File: config.mk
export PLATFORM = sky130hd
export DESIGN_NAME = imem_ctrl
export DESIGN_NICKNAME = d
export VERILOG_FILES = /design/src/rtl/imem_ctrl.sv
export SDC_FILE = /design/constraint.sdc
export NUM_CORES = 2
export LEC_CHECK = 0
export ABC_AREA = 0
export BUFFER_PORTS_ARGS = -buffer_cell sky130_fd_sc_hd__buf_2
export CORE_MARGIN = 2
export CORE_UTILIZATION = 55
export CTS_CLUSTER_DIAMETER = 80
export DETAILED_ROUTE_END_ITERATION = 7
export GPL_TIMING_DRIVEN = 0
export PLACE_DENSITY_LB_ADDON = 0.05
export SYNTH_ARGS = -nofsm -noshare
export SYNTH_HDL_FRONTEND = slang
export SYNTH_SLANG_ARGS = --single-unit
File: constraint.sdc
create_clock -name clk -period 3.6 [get_ports clk]
set_input_delay 0.36 -clock clk [delete_from_list [all_inputs] [get_ports clk]]
set_output_delay 0.36 -clock clk [all_outputs]
set_load 0.1 [all_outputs]
File: src/rtl/imem_ctrl.sv
// Clocked instruction memory for the fetch stage: registered one-cycle fetch with
// fault detection, streaming program-load port, and a NOP clear sweep after reset.
module imem_ctrl #(
    parameter int              DATA_W = 32,
    parameter int              DEPTH  = 64,
    parameter int              ADDR_W = 32,
    parameter logic [DATA_W-1:0] NOP  = '0,
    localparam int             IDX_W  = $clog2(DEPTH)
) (
    input  logic              clk,
    input  logic              reset,
    input  logic              clear,
    input  logic              load_en,
    input  logic              load_we,
    input  logic [DATA_W-1:0] load_data,
    output logic [IDX_W-1:0]  load_ptr,
    output logic              load_ovf,
    input  logic              fetch_req,
    input  logic [ADDR_W-1:0] fetch_addr,
    output logic              fetch_valid,
    output logic [DATA_W-1:0] fetch_data,
    output logic              fetch_fault,
    output logic              ready
);

    typedef enum logic [1:0] {S_CLEAR, S_RUN, S_LOAD} state_t;

    state_t             state, state_next;
    logic [IDX_W-1:0]   clr_cnt;
    logic [DATA_W-1:0]  mem [DEPTH];

    logic               wr_en;
    logic [IDX_W-1:0]   wr_idx;
    logic [DATA_W-1:0]  wr_data;
    logic               load_entry;

    logic               accept;
    logic [ADDR_W-1:0]  idx_full;
    logic               fault;

    // Full-width index compare so high address bits can never alias into the array.
    assign idx_full = fetch_addr >> 2;
    assign fault    = (fetch_addr[1:0] != 2'b00) || (idx_full >= ADDR_W'(DEPTH));
    assign accept   = ready && fetch_req;

    always_ff @(posedge clk or negedge reset) begin
        if (!reset) state <= S_CLEAR;
        else        state <= state_next;
    end

    always_comb begin
        state_next = state;
        ready      = 1'b0;
        wr_en      = 1'b0;
        wr_idx     = clr_cnt;
        wr_data    = NOP;
        load_entry = 1'b0;
        case (state)
            S_CLEAR: begin
                wr_en = 1'b1;
                if (clr_cnt == IDX_W'(DEPTH - 1)) state_next = S_RUN;
            end
            S_RUN: begin
                ready = 1'b1;
                if (clear) begin
                    state_next = S_CLEAR;
                end else if (load_en) begin
                    state_next = S_LOAD;
                    load_entry = 1'b1;
                end
            end
            S_LOAD: begin
                wr_en   = load_we;
                wr_idx  = load_ptr;
                wr_data = load_data;
                if (!load_en) state_next = S_RUN;
            end
            default: state_next = S_CLEAR;
        endcase
    end

    // Array has no reset; only the sweep initialises it.
    always_ff @(posedge clk) begin
        if (wr_en) mem[wr_idx] <= wr_data;
    end

    always_ff @(posedge clk or negedge reset) begin
        if (!reset) begin
            clr_cnt <= '0;
        end else if (state == S_CLEAR) begin
            clr_cnt <= clr_cnt + IDX_W'(1);
        end else if (state == S_RUN && clear) begin
            clr_cnt <= '0;
        end
    end

    always_ff @(posedge clk or negedge reset) begin
        if (!reset) begin
            load_ptr <= '0;
            load_ovf <= 1'b0;
        end else if (load_entry) begin
            load_ptr <= '0;
            load_ovf <= 1'b0;
        end else if (state == S_LOAD && load_we) begin
            load_ptr <= load_ptr + IDX_W'(1);
            if (load_ptr == IDX_W'(DEPTH - 1)) load_ovf <= 1'b1;
        end
    end

    always_ff @(posedge clk or negedge reset) begin
        if (!reset) begin
            fetch_valid <= 1'b0;
            fetch_fault <= 1'b0;
            fetch_data  <= NOP;
        end else if (accept) begin
            fetch_valid <= 1'b1;
            fetch_fault <= fault;
            fetch_data  <= fault ? NOP : mem[fetch_addr[IDX_W+1:2]];
        end else begin
            fetch_valid <= 1'b0;
            fetch_fault <= 1'b0;
        end
    end

endmodule

# ---- Yosys cells after proc, flatten, opt, wreduce, memory -nomap -nowiden
# Memories as Yosys holds them, arrays and structs flattened.
# Cells that the tools add are included.
# W data, S select, Z words.
dict set report op_classes {
  n_eq_ne 7
  reduce_logical 11
  magnitude_cmp 1
  n_addsub 2
  n_mux 24
}
# op n
set ops {}
lappend ops {{$mux W32} 2}
lappend ops {{$ge A30 B7 Y1 const B} 1}
lappend ops {{$mux W6} 5}
lappend ops {{$add A6 B1 Y6 const B} 2}
lappend ops {{$eq A6 B6 Y1 const B} 2}
lappend ops {{$mux W1} 11}
lappend ops {{$mux W2} 4}
lappend ops {{$reduce_bool A2 Y1} 4}
lappend ops {{$pmux W2 S3} 1}
lappend ops {{$ne A2 B2 Y1 const B} 2}
lappend ops {{$logic_and A1 B1 Y1} 3}
lappend ops {{$ne A3 B3 Y1 const B} 1}
lappend ops {{$reduce_and A3 Y1} 1}
lappend ops {{$eq A2 B1 Y1 const B} 1}
lappend ops {{$eq A2 B2 Y1 const B} 1}
lappend ops {{$logic_not A2 Y1} 1}
lappend ops {{$pmux W1 S2} 1}
lappend ops {{$reduce_and A2 Y1} 1}
lappend ops {{$logic_or A1 B1 Y1} 1}
dict set report totals {
  out_inout_bits 42
  ram_bits 2048
  word_cells 53
  in_bits 70
  mem_count 1
  reg_bits 49
}
# name depth word_bits rd rd_clocked_by_memory_dff wr line
set mem_list {}
lappend mem_list {mem 64 32 1 0 1 30} ;# logic [DATA_W-1:0] mem [DEPTH];

# ---- Logic depth before layout (Yosys ltp)
dict set report logic_depth {
  word_depth 5
  ltp_mapped 10
  ltp_nobuf 5
}

# ---- Worst setup path after synthesis
# No wires, ideal clock.
dict set report synth_path {
  kind {flip-flop to flip-flop}
  from {reg load_ptr[3]}
  to {mem mem[43][0], enable pin}
  n_path_buf 1
  required_ps 3179
  setup_time_ps 421
  arrival_ps 3353
  path_stages_with_launch 5
  path_slack_ps -174
  synth_period_minus_slack_ps 3774
  cell_sequence {dfrtp_1 clkbuf_1 a41oi_1 or4_1 nor2_1}
}
dict set report synth_between {
  elab_chain_len 1
}
# element line
set synth_rtl {}
lappend synth_rtl {{start: declaration} 16} ;# output logic [IDX_W-1:0] load_ptr,
lappend synth_rtl {{start signal: assignment} 105} ;# load_ptr <= load_ptr + IDX_W'(1);
lappend synth_rtl {{$mux W6} 58} ;# case (state)
lappend synth_rtl {{end: declaration} 30}
# Every way passes these cells.

# ---- Worst setup path in the final report
dict set report layout_path {
  from {reg state[1]}
  to {mem mem[37][8], enable pin}
}
dict set report layout_between {
  elab_chain_len 4
  word_cells_on_any_way 6
  cone_classes {1 x eq/ne; 4 x mux; 1 x reduce/logical}
}
# element line
set layout_rtl {}
lappend layout_rtl {{start: declaration} 28} ;# state_t state, state_next;
lappend layout_rtl {{start signal: assignment} 48} ;# else state <= state_next;
lappend layout_rtl {{$eq A2 B2 Y1 or $logic_not A2 Y1 (tied branches)} 58}
lappend layout_rtl {{$pmux W1 S2} 58}
lappend layout_rtl {{$mux W1} 84} ;# if (wr_en) mem[wr_idx] <= wr_data;
lappend layout_rtl {{$mux W1 (not written as such)} 84}
# Parallel ways exist; a longest one is shown, timed or not.

==> results.md <==
* CTS Buf Count at approximately 210
* Worst R2R Start: state[1]
* R2r setup slk at -0.07 ns
* Crit path time final at 3.67 ns
* P_sw at about 0.014 W
* Arrival time worst endpoint at roughly 4.2 ns
* DRC at 0
* Failing checks: setup timing
* Initial antenna violation count at 13
* Final Non-Filler Cells at 6369
* GRT overflow at 0
* WL per Instance at around 38 um
* GRT Total Usage at a little under a third
* Die H at approximately 400 um
* Synthesized area at between 80000 and 90000 sq um
* Critical Path Sink Type: flop
* Hold Vio Cnt, Final at 0
* Largest net degree at the start of global routing at between 60 and 70
* Post-Syn Nets at 3844
* Top FF cell, synth: edfxtp_1
* #FFs+latches synth at approximately 2100
* CTS HTree Levels at 4
* Leak at around 31 nW
* VDD IR max at 684 uV
* Number of routed nets with antenna violations at 0
* Placed inst area at between 80000 and 90000 sq um
* Clock root buffer: clkbuf_16
* Max frequency at around 270 MHz
* GP Congestion at between 0.9 and 1
* Chip width at 388 um
* Crit-path max FO at 24
* Via count at 41700
* EDFF count, synth at about 2000
* Initial Util at between 50% and 60%
* Layout cells sized above 1 at 31.2%
* Post-synth cell types at between 60 and 70
* Setup ws final at -0.0730 ns
* Ys async rst share at ~2.3%
* Internal power at ~0.042 W
* I/O pin cnt at 112
* DRT iter0 DRCs at about 5700
* Vias in the first global route at 40700
* Clk pwr share at 37.0%
* Global-route wire length before repair at 326000 um
* Post-route cell area at between 90000 and 100000 sq um
* Maximum clock path buffer count at 3
* # setup viols final at 53
* Vias per cell at around 6.6
* Clock slew at reported path FFs at around 0.060 ns
* Power per standard cell area at 591 nW/um^2
* Seq pwr share at about half
* Setup crit start: state[1]
* RSZ-0062 raised after global routing: yes
* Worst-margin pin slew at roughly 1.4 ns
* Area growth from synthesis to layout at 15.7%
* Clock skew at roughly 0.027 ns
* Reg2reg path depth at 7
* Syn Area/Cell at about 22 sq um
* Placed insts at just under 6000
* Synth warnings at 0
* Rows at 141
* R2R Path End: mem[37][8]
* Most frequent cells in the layout: edfxtp_1, mux4_2, clkbuf_16
* PortBufs at around 110
* CTS tree: yes
* Aggregate routed wire length at around 240000 um
* Clk sink count at 2097
* Post-route setup TNS at -2.71 ns
* Kind of critical path: reg -> reg
* Slew margin rel. at 7.63%
* Crit start category: flop
* Worst-Skew Late Latency at ~0.85 ns
* Worst setup path end: mem[37][8]
* Sw Ratio at between 20 and 25%
* Core Area at 147000 sq um
* Cells after Synth at ~3800
* Comb pwr share at between 10% and 20%
* Critical Path RT at 4.13 ns
* Maxcap violations at 0
* DIE AREA at about 150000 sq um
* Crit share post-route at 102%
* Seq/Total Area, Yosys at 77.2%
* Hold Crit Class: in -> reg
* Status: complete, but fails checks
* NumNets Final at approximately 4300
* Post-DP HPWL at around 160000 um
* Max Slew Vio Count at 0
* Commonest non-fill, non-tap cell in the layout: edfxtp_1
* Pre-antenna DRT Iters at 5
## per-stage QoR
step / power [W] / setup slack [ns] / hold slack, ns / utilization (%)
5_1_grt: 0.0570 / -0.158 / 0.0541 / 63.8
6_report: 0.0556 / -0.0730 / 0.0576 / 63.8
2_1_floorplan: 0.0323 / -0.174 / 0.0644 / -
4_1_cts: 0.0556 / 0.0151 / 0.00552 / 63.5
3_3_place_gp: 0.0346 / -2.10 / 0.480 / 57.2
3_5_place_dp: 0.0353 / -0.416 / 0.519 / 58.9
## how the worst min path moves through the flow
stage	start	to	depth (start not counted)
detailed placement	load_ovf	load_ovf	2
finish	load_data[17]	mem[19][17]	2
global placement	load_ovf	load_ovf	2
global route	load_data[13]	mem[21][13]	2
floorplan	reset	clr_cnt[0]	0
CTS	clear	load_ptr[4]	4
## repair_timing
item | 4_1_cts | 5_1_grt
setup endpoints to repair | 112 | 906
buffers inserted | 23 | 50
hold endpoints to repair | 67 | 0
gates resized for setup | 1 | 8
hold buffers | 5 | 0
pin swaps | 7 | 16
## per-layer routing
| layer | vias up | global-route usage, % | wire length (um) |
|---|---|---|---|
| met3 | 387 | 7.53 | 24100 |
| met5 | - | 0 | 230 |
| met4 | 12 | 12.7 | 10600 |
| met2 | 2200 | 48.9 | 111000 |
| li1 | 16800 | - | - |
| met1 | 22300 | 45.2 | 92600 |
## layout make-up
type	count	area [sq um]
multi-input cells	1456	17900
well taps	1930	2410
clock buffers	277	5520
plain buffers	213	1170
flip-flops and latches	2097	62700
fillers	9911	53300
inverters	6	22.5
repair buffers	280	3400
diodes	3	7.51
clock inverters	107	846
## registers in the layout, indices dropped and copies added (netlist names)
signal and count:
fetch_valid 1, mem 2048, state 2, clr_cnt 6
fetch_fault 1, fetch_data 32, load_ovf 1, load_ptr 6
## worst max-delay path: stages (launching register included)
cell and delay (ns):
dfrtp_1 0.32, clkbuf_1 0.30, clkbuf_1 0.38, nand3_1 0.12
a21oi_1 0.45, nand2_1 0.73, nor2_4 0.73, buf_12 0.28
## synthesized netlist by cell type (3+ instances only)
master	n	area, sq um
clkbuf_1	65	244
or2_2	3	18.8
a221oi_1	24	210
a22oi_1	34	255
nand4_1	6	37.5
nor3_1	37	185
and2_1	33	206
or3_1	3	18.8
buf_2	85	425
edfxtp_1	2048	61500
mux4_2	459	10300
buf_6	15	169
nand3b_1	8	60.1
o41ai_1	3	26.3
buf_4	37	278
nand2b_1	12	75.1
xnor2_1	4	35.0
mux2i_1	160	1600
mux2_2	132	1490
nor2_1	120	450
nand2_1	133	499
a21oi_1	36	180
o31ai_1	28	210
a31oi_1	5	31.3
nor2b_1	9	56.3
a211oi_1	26	195
nor4_1	10	62.6
nand3_1	13	65.1
dfrtp_1	49	1230
o22ai_1	59	369
o211ai_1	26	195
o21a_1	3	22.5
inv_1	4	15.0
o21ai_0	36	180
and3b_1	3	26.3
buf_1	9	33.8
## power by group through the flow
| stage | clock [W] | combinational (W) | sequential, W |
|---|---|---|---|
| CTS | 0.0208 | 0.00608 | 0.0288 |
| floorplan | 0 | 0.00288 | 0.0294 |
| global placement | 0 | 0.00516 | 0.0294 |
| global route | 0.0217 | 0.00644 | 0.0289 |
| detailed placement | 0 | 0.00600 | 0.0293 |
| finish | 0.0206 | 0.00622 | 0.0288 |
## kinds of logic (layout without fill, tap and decap cells)
logic type / after synthesis / after routing / share of synthesized area [%]
DFF: 2097 / 2097 / 77.2
muxes: 751 / 751 / 16.5
and+or+nand+nor: 399 / 399 / 2.25
AOI/OAI and AO/OA: 299 / 299 / 2.52
buffers and inverters: 219 / 883 / 1.47
xor gates and xnor gates: 5 / 5 / 0.0539
adders and majority gates: 2 / 2 / 0.0308
other: 0 / 3 / 0
No activity file was read; power rests on OpenSTA's default activity.
